==> src/rtl/j1_ifetch.sv <==
// J1 instruction fetch: classic Wishbone read master feeding a small prefetch FIFO
// that presents {pc, instr} to decode over valid/ready; redirects flush and restart.
module j1_ifetch #(
    parameter int unsigned   AW       = 13,
    parameter int unsigned   DEPTH    = 2,
    parameter logic [AW-1:0] RESET_PC = '0
) (
    input  logic          clk,
    input  logic          reset,
    input  logic          redirect,
    input  logic [AW-1:0] redirect_pc,
    output logic          instr_valid,
    input  logic          instr_ready,
    output logic [15:0]   instr,
    output logic [AW-1:0] instr_pc,
    output logic          wb_cyc_o,
    output logic          wb_stb_o,
    output logic          wb_we_o,
    output logic [1:0]    wb_sel_o,
    output logic [AW-1:0] wb_adr_o,
    input  logic [15:0]   wb_dat_i,
    input  logic          wb_ack_i
);
    localparam int unsigned PW = $clog2(DEPTH);
    localparam int unsigned CW = PW + 1;
    localparam int unsigned DW = 16;

    typedef enum logic [1:0] {S_IDLE, S_FETCH, S_DROP} state_e;

    state_e          state_q;
    logic            cyc_q;
    logic [AW-1:0]   adr_q;
    logic [AW-1:0]   fetch_pc_q;
    logic [PW-1:0]   wr_ptr_q;
    logic [PW-1:0]   rd_ptr_q;
    logic [CW-1:0]   count_q;
    logic [DW-1:0]   data_mem_q [DEPTH];
    logic [AW-1:0]   pc_mem_q   [DEPTH];

    logic            ack;
    logic            push;
    logic            pop;
    logic            space;
    logic [CW-1:0]   count_d;

    // FIFO occupancy after this edge decides whether another read may start
    always_comb begin
        ack     = cyc_q & wb_ack_i;
        push    = (state_q == S_FETCH) & ack & ~redirect;
        pop     = (count_q != '0) & instr_ready;
        count_d = count_q + CW'(push) - CW'(pop);
        space   = count_d < CW'(DEPTH);
    end

    always_ff @(posedge clk or posedge reset) begin
        if (reset) begin
            state_q    <= S_IDLE;
            cyc_q      <= 1'b0;
            adr_q      <= RESET_PC;
            fetch_pc_q <= RESET_PC;
        end else begin
            unique case (state_q)
                S_IDLE: begin
                    if (redirect) begin
                        state_q    <= S_FETCH;
                        cyc_q      <= 1'b1;
                        adr_q      <= redirect_pc;
                        fetch_pc_q <= redirect_pc;
                    end else if (space) begin
                        state_q <= S_FETCH;
                        cyc_q   <= 1'b1;
                        adr_q   <= fetch_pc_q;
                    end
                end
                S_FETCH: begin
                    if (ack) begin
                        if (redirect) begin
                            adr_q      <= redirect_pc;
                            fetch_pc_q <= redirect_pc;
                        end else begin
                            fetch_pc_q <= adr_q + AW'(1);
                            if (space) begin
                                adr_q <= adr_q + AW'(1);
                            end else begin
                                state_q <= S_IDLE;
                                cyc_q   <= 1'b0;
                            end
                        end
                    end else if (redirect) begin
                        // read already issued; let it finish, then discard its data
                        state_q    <= S_DROP;
                        fetch_pc_q <= redirect_pc;
                    end
                end
                S_DROP: begin
                    if (ack) begin
                        state_q <= S_FETCH;
                        adr_q   <= redirect ? redirect_pc : fetch_pc_q;
                    end
                    if (redirect) begin
                        fetch_pc_q <= redirect_pc;
                    end
                end
                default: begin
                    state_q <= S_IDLE;
                    cyc_q   <= 1'b0;
                end
            endcase
        end
    end

    // Redirect empties the FIFO, overriding any push or pop in the same cycle
    always_ff @(posedge clk or posedge reset) begin
        if (reset) begin
            wr_ptr_q <= '0;
            rd_ptr_q <= '0;
            count_q  <= '0;
        end else if (redirect) begin
            wr_ptr_q <= '0;
            rd_ptr_q <= '0;
            count_q  <= '0;
        end else begin
            if (push) begin
                wr_ptr_q <= wr_ptr_q + PW'(1);
            end
            if (pop) begin
                rd_ptr_q <= rd_ptr_q + PW'(1);
            end
            count_q <= count_d;
        end
    end

    always_ff @(posedge clk) begin
        if (push) begin
            data_mem_q[wr_ptr_q] <= wb_dat_i;
            pc_mem_q[wr_ptr_q]   <= adr_q;
        end
    end

    assign instr_valid = (count_q != '0);
    assign instr       = data_mem_q[rd_ptr_q];
    assign instr_pc    = pc_mem_q[rd_ptr_q];
    assign wb_cyc_o    = cyc_q;
    assign wb_stb_o    = cyc_q;
    assign wb_we_o     = 1'b0;
    assign wb_sel_o    = 2'b11;
    assign wb_adr_o    = adr_q;
endmodule

==> config.mk <==
export PLATFORM = sky130hd
export DESIGN_NAME = j1_ifetch
export DESIGN_NICKNAME = d
export VERILOG_FILES = /design/src/rtl/j1_ifetch.sv
export SDC_FILE = /design/constraint.sdc
export NUM_CORES = 1
export LEC_CHECK = 0
export BUFFER_PORTS_ARGS = -buffer_cell sky130_fd_sc_hd__clkbuf_2
export CAP_MARGIN = 10
export CORE_MARGIN = 2
export CORE_UTILIZATION = 49
export DETAILED_ROUTE_END_ITERATION = 6
export PLACE_DENSITY = 0.72
export SLEW_MARGIN = 5
export SYNTH_ARGS = -nofsm -noshare
export SYNTH_HDL_FRONTEND = slang
export SYNTH_SLANG_ARGS = --single-unit
==> constraint.sdc <==
create_clock -name clk -period 2.9 [get_ports clk]
set_input_delay 0.145 -clock clk [delete_from_list [all_inputs] [get_ports clk]]
set_output_delay 0.145 -clock clk [all_outputs]
set_load 0.02 [all_outputs]
# Word level (Yosys, flattened, before mapping)
# Memories as Yosys holds them, arrays and structs flattened.
# Cells that the tools add are included.
# word_totals
output_inout_bits,48
input_bits,34
mem_count,2
ramBits,58
ff_bits,33
# mem_list
name,words,width,read_ports,rd_ports_with_merged_regs,wr,line,source
data_mem_q,2,16,1,0,1,37,logic [DW-1:0] data_mem_q [DEPTH];
pc_mem_q,2,13,1,0,1,38,logic [AW-1:0] pc_mem_q [DEPTH];
# op_classes
magnitude_cmp,1
n_mux,32
reduce_logical,10
n_eq_ne,11
bitwise,6
add_sub_neg,5
# ops
cell,count
$mux 13,9
$pmux 13 s3,1
$pmux 13 s2,1
$mux 2,8
$ne 3x3->1 const B,5
$reduce_and 5->1,3
$add 13x1->13 const B,1
$mux 1,11
$ne 2x2->1 const B,4
$reduce_bool 2->1,4
$pmux 2 s3,1
$and 1x1->1,4
$pmux 1 s3,1
$reduce_bool 3->1,1
$add 1x1->1 const B,2
$add 2x1->2,1
$eq 2x1->1 const B,1
$eq 2x2->1 const B,1
$logic_not 2->1,1
$lt 2x2->1 const B,1
$not 1->1,2
$reduce_or 2->1,1
$sub 2x1->2,1

# Logic depth before layout (Yosys ltp)
# Gate-level depths: netlist (run 1).
# logic_depth
depth_word,10
depth_mapped,13
mapped_depth_nobuf,11

# Least setup slack after synthesis (run 1)
# No wires, ideal clock.
# synth_path
path_type,register -> register
from,reg cyc_q (netlist: wb_cyc_o)
to,"mem data_mem_q[0][0], enable pin"
slack_ns,-0.091
t_arrival_ns,2.577
n_path_buf,1
path_stages_with_launch,7
period_less_slack_ns,2.991
t_required_ns,2.485
setup_time_ns,0.415
cell_sequence,dfrtp_1 and3_1 clkbuf_1 nand2_1 nor2_1 inv_1 nor2_1
# synth_between
elab_chain_cells,5
# synth_lines
item,line,source
from (decl),31,logic cyc_q;
from (signal assigned),58,cyc_q <= 1'b0;
from (signal assigned),66,cyc_q <= 1'b1;
from (signal assigned),71,cyc_q <= 1'b1;
$and 1x1->1,48,ack = cyc_q & wb_ack_i;
$and 1x1->1 (2 in series),49,push = (state_q == S_FETCH) & ack & ~redirect;
$mux 1,134,if (push) begin
$mux 1 (implied by the code),135,data_mem_q[wr_ptr_q] <= wb_dat_i;
to (decl),37,
# Every way passes these cells.

# Final worst setup path (run 1)
# layout_path
from,reg state_q[0]
to,reg adr_q[0] (netlist: wb_adr_o[0])
# layout_between
elab_chain_cells,8
word_cells_on_any_way,15
cone_classes,add/sub (2); order compare (1); eq/ne (6); mux (1); bitwise (2); reduce/logical (3)
# layout_lines
item,line,source
from (decl),30,state_e state_q;
from (signal assigned),57,state_q <= S_IDLE;
from (signal assigned),65,state_q <= S_FETCH;
from (signal assigned),70,state_q <= S_FETCH;
$eq 2x1->1,"49, 62",
$and 1x1->1 (2 in series),49,
$add 2x1->2,51,count_d = count_q + CW'(push) - CW'(pop);
$sub 2x1->2,51,
$lt 2x2->1,52,space = count_d < CW'(DEPTH);
$ne 3x3->1 (no line),--,
$reduce_and 5->1 (no line),--,
to (signal assigned),67,adr_q <= redirect_pc;
to (signal assigned),72,adr_q <= fetch_pc_q;
to (signal assigned),78,adr_q <= redirect_pc;
to (decl),32,logic [AW-1:0] adr_q;
# Several ways; a longest one is shown, not always the timed one.
# A chain may end at the register's enable or synchronous reset.

==> results.ini, run 1 <==
[final_layout]
final_nets=465
layout-drive-gt1-share_pct=34.18
areaGrowthSynthToFinish_pct=23.03
finalNonFillerCells=538
antenna_cells=0

[min_path]
hp-class=input port to register

[timing]
fmax_mhz=373.0
min_period_ns=2.681
fin_ws_ns=0.2187
relSlewSlack_pct=55.82
fin_crit_sh_pct=92.46
setup_viol=0
tightestPinTransition_ns=0.6620
hold_slack_ns=0.03647
final_max_slew_viol_count=0
fin_skew_ns=0.01058
hold_viol=0

[global_route]
grt_max_degree=34
grt_use_total_pct=21.13
grt_overflow=0
antenna_found_initial=0
grt_pass1_vias=2861
grt_pass1_wl_microns=14360

[floorplanning]
rows=33
die_y_microns=95.85
dieArea_sq_mm=0.009187
ios=82
core-area_sq_mm=0.008217
initial_utilization_pct=50.31
fp.dieW_microns=95.85

[critical_path]
worstPathRequired_ns=3.20
path_cells=and3_1 -> nand2_1 -> nor2_1 -> inv_1 -> ha_1 -> inv_1 -> ha_1 -> xnor3_1 -> o311ai_1 -> buf_4 -> or3_1 -> o221a_2
cpMaxStageDelayCell=dfrtp_1
crit_type=register to register
crit_arrival_ns=2.98
startpoint_type=register
crit_path_max_incr_delay_ns=0.41
crit_path_end_kind=register
crit_path_max_fanout=7

[logic_synthesis]
yosysMostFrequentCell=edfxtp_1
synth_flop_cell=edfxtp_1
syn-cell-area_sq_mm=0.004134
synthDistinctLibCells=52
yosys_warnings=0
netlist_top_cells_area=edfxtp_1, dfrtp_1, mux2_2
synth_edf_count=58
synthTopCellsByCount=edfxtp_1, dfrtp_1, mux2_2
synth_top_area_cell=edfxtp_1
synth-seq-cells=91
synth-seq-area-share_pct=62.11
synth_top_area_share_pct=42.13
synth_cells=324
async_flop_share_pct=36.26
synth_area_per_cell_sq_um=12.76

[pwr]
p_leak_nw=2.062
powerDensity_mw_per_mm2=983.7
irDropWorstVdd_uv=555.2

[place]
globalplace.congestion=0.8796
dp_slack_ns=0.1061
dpl.hpwl_microns=6405
io_buffers=78
numPlacedInstances=505

[route]
vias_per_cell=5.652
wl_per_cell_microns=17.25
drc_errors=0
drt-total-wl_microns=9283
drtPass1Iterations=5
drt_iter0_drc=234
vias=3041
drtAntennaViolNets=0

[clocking]
cts.sinks=91
root_buffer=clkbuf_8
cts_tree=done
htreeDepth=3
path_clk_slew_ns=0.09
cts_buffers=9
post_cts_buffers=0
clk-insertion-delay-late_ns=0.36
clockBufferDepth=2

[run_status]
status=complete, no violations

[flow_run]
maxCapViolCount=0

[layer usage]
| layer | GRT usage, % | share of wire, % |
|---|---|---|
| met2 | 34.50 | 50 |
| met3 | 4.307 | 6.2 |
| met4 | 9.524 | 1.7 |
| met5 | 0 | 0 |
| met1 | 27.31 | 42 |
[final timing paths]
kind                            slack (ns)            from  depth (start not counted)              to
worst min register to register        0.51  fetch_pc_q[11]                          2  fetch_pc_q[11]
min in group asynchronous             0.40           reset                          3      state_q[1]
worst min-delay path                  0.04        wb_ack_i                          2      state_q[1]
worst max register to register        0.22      state_q[0]                         12     wb_adr_o[0]
max in group asynchronous             1.81           reset                          4   fetch_pc_q[9]
worst max-delay path                  0.22      state_q[0]                         12     wb_adr_o[0]
[flip-flops by register name, summed over array words and instances (netlist names)]
name,count
count_q,2
data_mem_q,32
fetch_pc_q,13
pc_mem_q,26
rd_ptr_q,1
state_q,2
wb_adr_o,13
wb_cyc_o,1
wr_ptr_q,1
[cells by family (layout without fill, tap and decap cells)]
group,count (synthesis),in the layout,synth area share [%]
adders and majority gates,3,3,0.9081
AOI/OAI and AO/OA,81,81,13.29
other,2,3,0.1817
xor gates and xnor gates,12,12,2.875
and+or+nand+nor,75,75,9.170
DFF,91,91,62.11
muxes,31,31,8.414
buffers and inverters,29,137,3.057
[layout make-up]
type / instances / area [sq um]
Clock buffer: 9 / 123.9
Clock inverter: 7 / 75.07
Fill cell: 660 / 3131
Inverter: 10 / 37.54
Multi-Input combinational cell: 205 / 1458
Sequential cell: 91 / 2567
Tap cell: 105 / 131.4
Timing Repair Buffer: 111 / 693.2
[repair_timing]
action                                 CTS  global route
gates resized for setup                  0             2
setup endpoints to repair                0             8
endpoints found under the hold margin   48             0
hold buffers                            17             0
[metrics by stage]
| stage | power [mW] | utilization (%) | setup TNS [ns] | cell area, sq um |
|---|---|---|---|---|
| 2_1_floorplan | 3.441 | - | 0 | 4140 |
| 3_3_place_gp | 4.061 | 57.27 | 0 | 4706 |
| 3_5_place_dp | 4.132 | 57.27 | 0 | 4706 |
| 4_1_cts | 5.015 | 61.76 | 0 | 5075 |
| 5_1_grt | 5.327 | 61.90 | -0.004819 | 5086 |
| 6_report | 5.003 | 61.90 | 0 | 5086 |
[layout by cell type, fill, tap and decap left out, drive strengths merged, types with 5 or more instances in the layout]
master	count
clkbuf	87
edfxtp	58
dfrtp	33
mux2	30
nand2	18
o21ai	18
nor2	18
dlygate4sd3	17
buf	16
a21oi	15
inv	12
o22ai	8
nand3	7
nor3	7
xnor2	7
a22oi	6
or3	5
[power by group]
part / internal [mW] / switching [mW]
registers: 1.74 / 0.304
clock network: 0.404 / 0.450
logic: 0.874 / 1.23
[worst max-delay path: cells and delay by family (launching register included)]
kind	cells	cell delay [ns]
fa+ha+maj	2	0.43
buf+inv	3	0.46
flops	1	0.41
compound gates	2	0.50
xor+xnor	1	0.26
simple gates	4	0.58
No activity file was read; power rests on OpenSTA's default activity.
==> inputs of run 2 (changes only) <==
--- a/config.mk
+++ b/config.mk
@@ -10,7 +10,7 @@
 export CORE_MARGIN = 2
 export CORE_UTILIZATION = 49
 export DETAILED_ROUTE_END_ITERATION = 6
-export PLACE_DENSITY = 0.72
+export PLACE_DENSITY = 0.75
 export SLEW_MARGIN = 5
 export SYNTH_ARGS = -nofsm -noshare
 export SYNTH_HDL_FRONTEND = slang
==> results.ini, run 2 (synthesis results as in run 1) <==
[route]
route.met3.wl_microns=689  ; was 576 microns
vias=3043  ; was 3041
top_layer=met4  ; unchanged
wl_met1_microns=3952  ; was 3933 microns
drtPass1Iterations=5  ; unchanged
wl_per_cell_microns=17.27  ; was 17.25 microns
vias_per_cell=5.688  ; was 5.652
drt-total-wl_microns=9238  ; was 9283 microns
drtAntennaViolNets=0  ; unchanged
drc_errors=0  ; unchanged
wl_met2_microns=4473  ; was 4618 microns
drt_iter0_drc=276  ; was 234

[floorplanning]
initial_utilization_pct=50.31  ; unchanged
die_y_microns=95.85  ; unchanged
dieArea_sq_mm=0.009187  ; unchanged
fp.dieW_microns=95.85  ; unchanged
ios=82  ; unchanged
rows=33  ; unchanged
core-area_sq_mm=0.008217  ; unchanged

[clocking]
cts.sinks=91  ; unchanged
path_clk_slew_ns=0.09  ; about the same
post_cts_buffers=0  ; unchanged
clockBufferDepth=2  ; unchanged
root_buffer=clkbuf_8  ; unchanged
htreeDepth=3  ; unchanged
cts_tree=done  ; unchanged
cts_buffers=9  ; unchanged
clk-insertion-delay-late_ns=0.36  ; about the same

[place]
globalplace.congestion=0.8618  ; was 0.8796
dpl.hpwl_microns=6258  ; was 6405 microns
numPlacedInstances=502  ; was 505
io_buffers=78  ; unchanged

[timing]
fin_crit_sh_pct=93.47  ; was 92.46%
hold_viol=0  ; unchanged
setup_tns_ns=0  ; unchanged
fmax_mhz=368.9  ; was 373.0 MHz
setup_viol=0  ; unchanged
tightestPinTransition_ns=0.9405  ; was 0.6620 ns
rsz0062_at_grt=false
fin_skew_ns=0.01021  ; was 0.01058 ns
relSlewSlack_pct=37.17  ; was 55.82%
final_max_slew_viol_count=0  ; unchanged
min_period_ns=2.711  ; was 2.681 ns
hold_slack_ns=0.02563  ; was 0.03647 ns

[critical_path]
crit_arrival_ns=3.02  ; was 2.98 ns
rrSetupSlack_ns=0.19  ; was 0.22 ns
crit_type=register to register  ; unchanged
worstPathRequired_ns=3.21  ; was 3.20 ns
crit_path_max_fanout=14  ; was 7
startpoint_type=register  ; unchanged
crit_path_end_kind=register  ; unchanged

[global_route]
grt_max_degree=34  ; unchanged
grt_use_total_pct=20.81  ; was 21.13%
antenna_found_initial=0  ; unchanged
grt_pass1_wl_microns=14350  ; was 14360 microns
grt_pass1_vias=2904  ; was 2861
grt_overflow=0  ; unchanged

[final_layout]
seqCellArea_sq_mm=0.002567  ; unchanged
antenna_cells=0  ; unchanged
final_cell_mix=clkbuf_2, edfxtp_1, dfrtp_1  ; unchanged
areaGrowthSynthToFinish_pct=21.43  ; was 23.03%
largest_register=data_mem_q  ; unchanged
finalNonFillerCells=535  ; was 538
layout-drive-gt1-share_pct=33.49  ; was 34.18%
top_regs=data_mem_q (32), pc_mem_q (26)  ; unchanged
largest_register_ffs=32  ; unchanged
multiInputGateArea_sq_mm=0.001448  ; was 0.001458 sq mm
num-fill-cells=641  ; was 660
final_nets=462  ; was 465
final_common_cell=clkbuf_2  ; unchanged

[flow_run]
maxCapViolCount=0  ; unchanged

[pwr]
p_int_mw=2.894  ; was 3.022 mW
switching_share_pct=40.64  ; was 39.59%
irDropWorstVdd_uv=566.9  ; was 555.2 uV
power.share.combinational_pct=41.7  ; was 42.0%
pwr-share-clk_pct=16.1  ; was 17.1%
power.switching_mw=1.981  ; about the same
p_leak_nw=2.021  ; was 2.062 nW
powerDensity_mw_per_mm2=971.0  ; was 983.7 mW/mm^2
pwr-share-seq_pct=42.2  ; was 40.9%

[run_status]
status=complete, no violations  ; unchanged

[min_path]
hp-class=input port to register  ; unchanged

-- run 2: worst paths after layout --
kind | cells after the start | to | from
max in group asynchronous | 4 | wb_adr_o[5] | reset
worst min register to register | 2 | fetch_pc_q[10] | fetch_pc_q[10]
worst max register to register | 11 | wb_adr_o[0] | wb_cyc_o
min in group asynchronous | 4 | fetch_pc_q[5] | reset
worst max-delay path | 11 | wb_adr_o[0] | wb_cyc_o
worst min-delay path | 2 | state_q[1] | wb_ack_i
-- run 2: power groups by stage --
stage | registers (mW) | clock network, mW | logic, mW
after detailed placement | 2.08 | 0 | 2.00
final | 2.06 | 0.786 | 2.03
after global placement | 2.05 | 0 | 1.97
after global routing | 2.10 | 0.857 | 2.22
after floorplan | 2.11 | 0 | 1.33
after CTS | 2.05 | 0.800 | 2.03
-- run 2: through the flow --
step                setup WS [ns]  total power, mW  cell area (sq um)  utilization [%]
CTS                        0.1063            4.885               5019            61.08
global placement           0.2128            4.020               4671            56.84
floorplan                 0.05714            3.441               4140                -
finish                     0.1894            4.874               5020            61.09
global route              0.06353            5.186               5020            61.09
detailed placement         0.1178            4.082               4671            56.84
-- run 2: critical path, cell delays in order (launching register included) --
cell	delay (ns)
dfrtp_1	0.35
and3_1	0.31
nand2_1	0.12
nor2_1	0.18
inv_1	0.09
ha_1	0.27
inv_1	0.05
ha_1	0.14
xnor3_1	0.26
o311a_2	0.48
a31oi_1	0.20
o221a_2	0.19
-- run 2: metal layers --
layer  vias to the layer above  GRT usage [%]
met5                         -              0
met4                         0          5.714
met3                        15          5.168
met2                       141          34.91
met1                      1466          27.03
li1                       1421              -
-- run 2: final cells by class --
| class | count | area share, % |
|---|---|---|
| clock buffers | 10 | 2.542 |
| clock inverters | 6 | 0.9970 |
| inverters | 10 | 0.7478 |
| multi-input cells | 205 | 28.84 |
| flip-flops and latches | 91 | 51.15 |
| well taps | 105 | 2.617 |
| repair buffers | 108 | 13.11 |
-- run 2: repair_timing --
item,in CTS,in global routing
hold endpoints to repair,65,0
setup endpoints to repair,0,5
gates resized for setup,0,1
hold buffers,17,0
==> inputs of run 3 (changes only) <==
--- a/config.mk
+++ b/config.mk
@@ -8,9 +8,9 @@
 export BUFFER_PORTS_ARGS = -buffer_cell sky130_fd_sc_hd__clkbuf_2
 export CAP_MARGIN = 10
 export CORE_MARGIN = 2
-export CORE_UTILIZATION = 49
+export CORE_UTILIZATION = 58
 export DETAILED_ROUTE_END_ITERATION = 6
-export PLACE_DENSITY = 0.75
+export PLACE_DENSITY = 0.83
 export SLEW_MARGIN = 5
 export SYNTH_ARGS = -nofsm -noshare
 export SYNTH_HDL_FRONTEND = slang
==> constraint.sdc (replaced) <==
create_clock -name clk -period 3.4 [get_ports clk]
set_input_delay 0.17 -clock clk [delete_from_list [all_inputs] [get_ports clk]]
set_output_delay 0.17 -clock clk [all_outputs]
set_load 0.02 [all_outputs]
==> results.ini, run 3 (synthesis results as in run 1) <==
[global_route]
grt_max_degree=34  ; unchanged
grt_pass1_vias=2897  ; was 2904
grt_overflow=0  ; unchanged
antenna_found_initial=0  ; unchanged
grt_use_total_pct=23.83  ; was 20.81%
grt_pass1_wl_microns=13880  ; was 14350 microns

[min_path]
min_to=state_q[1]  ; unchanged
holdPathStages=2  ; unchanged
hp-class=input port to register  ; unchanged
hp-start=wb_ack_i  ; unchanged

[route]
wl_met1_microns=3908  ; was 3952 microns
drtAntennaViolNets=0  ; unchanged
drt_iter0_drc=357  ; was 276
drc_errors=0  ; unchanged
top_layer=met4  ; unchanged
vias_per_cell=5.916  ; was 5.688
route.met3.wl_microns=516  ; was 689 microns
wl_per_cell_microns=17.42  ; was 17.27 microns
drt-total-wl_microns=9076  ; was 9238 microns
wl_met2_microns=4450  ; was 4473 microns
drtPass1Iterations=5  ; unchanged
vias=3082  ; was 3043

[pwr]
power.switching_mw=1.675  ; was 1.981 mW
pwr-share-seq_pct=42.2  ; about the same
irDropWorstVdd_uv=746.9  ; was 566.9 uV
power.share.combinational_pct=41.4  ; was 41.7%
p_leak_nw=2.004  ; was 2.021 nW
powerDensity_mw_per_mm2=836.9  ; was 971.0 mW/mm^2
switching_share_pct=40.10  ; was 40.64%
pwr-share-clk_pct=16.4  ; was 16.1%
p_int_mw=2.503  ; was 2.894 mW

[critical_path]
timing.critical_path.buf_inv=2  ; unchanged
timing.rr.end=wb_adr_o[0]  ; unchanged
crit_type=register to register  ; unchanged
path_delay_family=compound AO/OA/AOI/OAI gates  ; unchanged
crit_path_max_incr_delay_ns=0.49  ; was 0.48 ns
rrSetupSlack_ns=0.21  ; was 0.19 ns
ff2ff_path_depth=11  ; unchanged
crit_path_end_kind=register  ; unchanged
crit_arrival_ns=3.49  ; was 3.02 ns
startpoint_type=register  ; unchanged
worstPathRequired_ns=3.70  ; was 3.21 ns
cpMaxStageDelayCell=dfrtp_1  ; was o311a_2
crit_path_max_fanout=14  ; unchanged
r2r_start=wb_cyc_o  ; unchanged
path_cells=and3_1 -> nand2_1 -> nor2_1 -> inv_1 -> ha_1 -> inv_1 -> ha_1 -> xnor3_1 -> o311a_2 -> a31oi_1 -> o221a_2  ; unchanged

[timing]
fin_crit_sh_pct=93.73  ; was 93.47%
fin_skew_ns=0.008958  ; was 0.01021 ns
setup_viol=0  ; unchanged
tightestPinTransition_ns=0.9413  ; was 0.9405 ns
min_period_ns=3.187  ; was 2.711 ns
hold_viol=0  ; unchanged
final_max_slew_viol_count=0  ; unchanged
rsz0062_at_grt=false  ; unchanged
fmax_mhz=313.8  ; was 368.9 MHz
relSlewSlack_pct=37.12  ; was 37.17%
setup_tns_ns=0  ; unchanged

[clocking]
clockBufferDepth=2  ; unchanged
htreeDepth=3  ; unchanged
cts.sinks=91  ; unchanged
root_buffer=clkbuf_8  ; unchanged
cts_tree=done  ; unchanged
clk-insertion-delay-late_ns=0.36  ; about the same
path_clk_slew_ns=0.09  ; about the same
cts_buffers=9  ; unchanged

[final_layout]
layout-drive-gt1-share_pct=32.71  ; was 33.49%
final_common_cell=clkbuf_2  ; unchanged
utilization_pct=73.08  ; was 61.09%
final_cell_mix=clkbuf_2, edfxtp_1, dfrtp_1  ; unchanged
antenna_cells=0  ; unchanged
largest_register=data_mem_q  ; unchanged
areaGrowthSynthToFinish_pct=20.76  ; was 21.43%
top_regs=data_mem_q (32), pc_mem_q (26)  ; unchanged
num-fill-cells=487  ; was 641
final_nets=457  ; was 462
largest_register_ffs=32  ; unchanged

[floorplanning]
rows=30  ; was 33
ios=82  ; unchanged
die_y_microns=88.43  ; was 95.85 microns
fp.dieW_microns=88.43  ; was 95.85 microns
dieArea_sq_mm=0.007819  ; was 0.009187 sq mm
initial_utilization_pct=60.51  ; was 50.31%
core-area_sq_mm=0.006832  ; was 0.008217 sq mm

[place]
dpl.hpwl_microns=5919  ; was 6258 microns
io_buffers=78  ; unchanged
globalplace.congestion=0.9348  ; was 0.8618

[run_status]
status=complete, no violations  ; unchanged

[flow_run]
maxCapViolCount=0  ; unchanged

-- run 3: area by class of cell --
cell class                      count  area, sq um  share of cell area [%]
Timing Repair Buffer              103        633.1                   12.68
Tap cell                           96        120.1                   2.406
Clock inverter                      5        35.03                  0.7018
Multi-Input combinational cell    205         1448                   29.00
Sequential cell                    91         2567                   51.43
Inverter                           10        37.54                  0.7519
Clock buffer                       11        151.4                   3.033
-- run 3: stage by stage --
step | setup WS, ns | instance area [sq um] | total power, mW | hold WS, ns | std cells
2_1_floorplan | 0.4085 | 4138 | 2.935 | 0.2559 | 325
3_3_place_gp | 0.4314 | 4634 | 3.415 | 0.2701 | 488
3_5_place_dp | 0.2167 | 4634 | 3.470 | 0.2723 | 488
4_1_cts | 0.1283 | 4981 | 4.168 | 0.00003206 | 520
5_1_grt | 0.02608 | 4992 | 4.414 | 0.08854 | 521
6_report | 0.2133 | 4992 | 4.178 | 0.08013 | 521
-- run 3: routing by layer --
layer | vias up | global-route usage (%)
li1 | 1413 | -
met1 | 1497 | 32.33
met2 | 151 | 38.21
met3 | 21 | 3.731
met4 | 0 | 11.02
met5 | - | 0
-- run 3: worst max-delay path by stage --
stage / from / to / slack [ns] / depth (start not counted)
after floorplan: wb_cyc_o / data_mem_q[0][0] / 0.41 / 6
after global placement: wb_cyc_o / wb_adr_o[0] / 0.43 / 11
after detailed placement: wb_cyc_o / wb_adr_o[0] / 0.22 / 11
after CTS: wb_cyc_o / wb_adr_o[0] / 0.13 / 11
after global routing: wb_cyc_o / wb_adr_o[0] / 0.03 / 11
final: wb_cyc_o / wb_adr_o[0] / 0.21 / 11
-- run 3: power groups by stage --
stage	Sequential, mW	Combinational, mW	Clock, mW
after floorplan	1.80	1.13	0
after global placement	1.76	1.66	0
after detailed placement	1.78	1.69	0
after CTS	1.76	1.72	0.692
after global routing	1.80	1.87	0.738
final	1.76	1.73	0.684
-- run 3: what timing repair did --
action	in CTS	in global routing
endpoints found under the hold margin	62	2
gates resized for setup	0	1
setup buffers	0	0
endpoints found under the setup margin	0	5
hold buffers	16	1
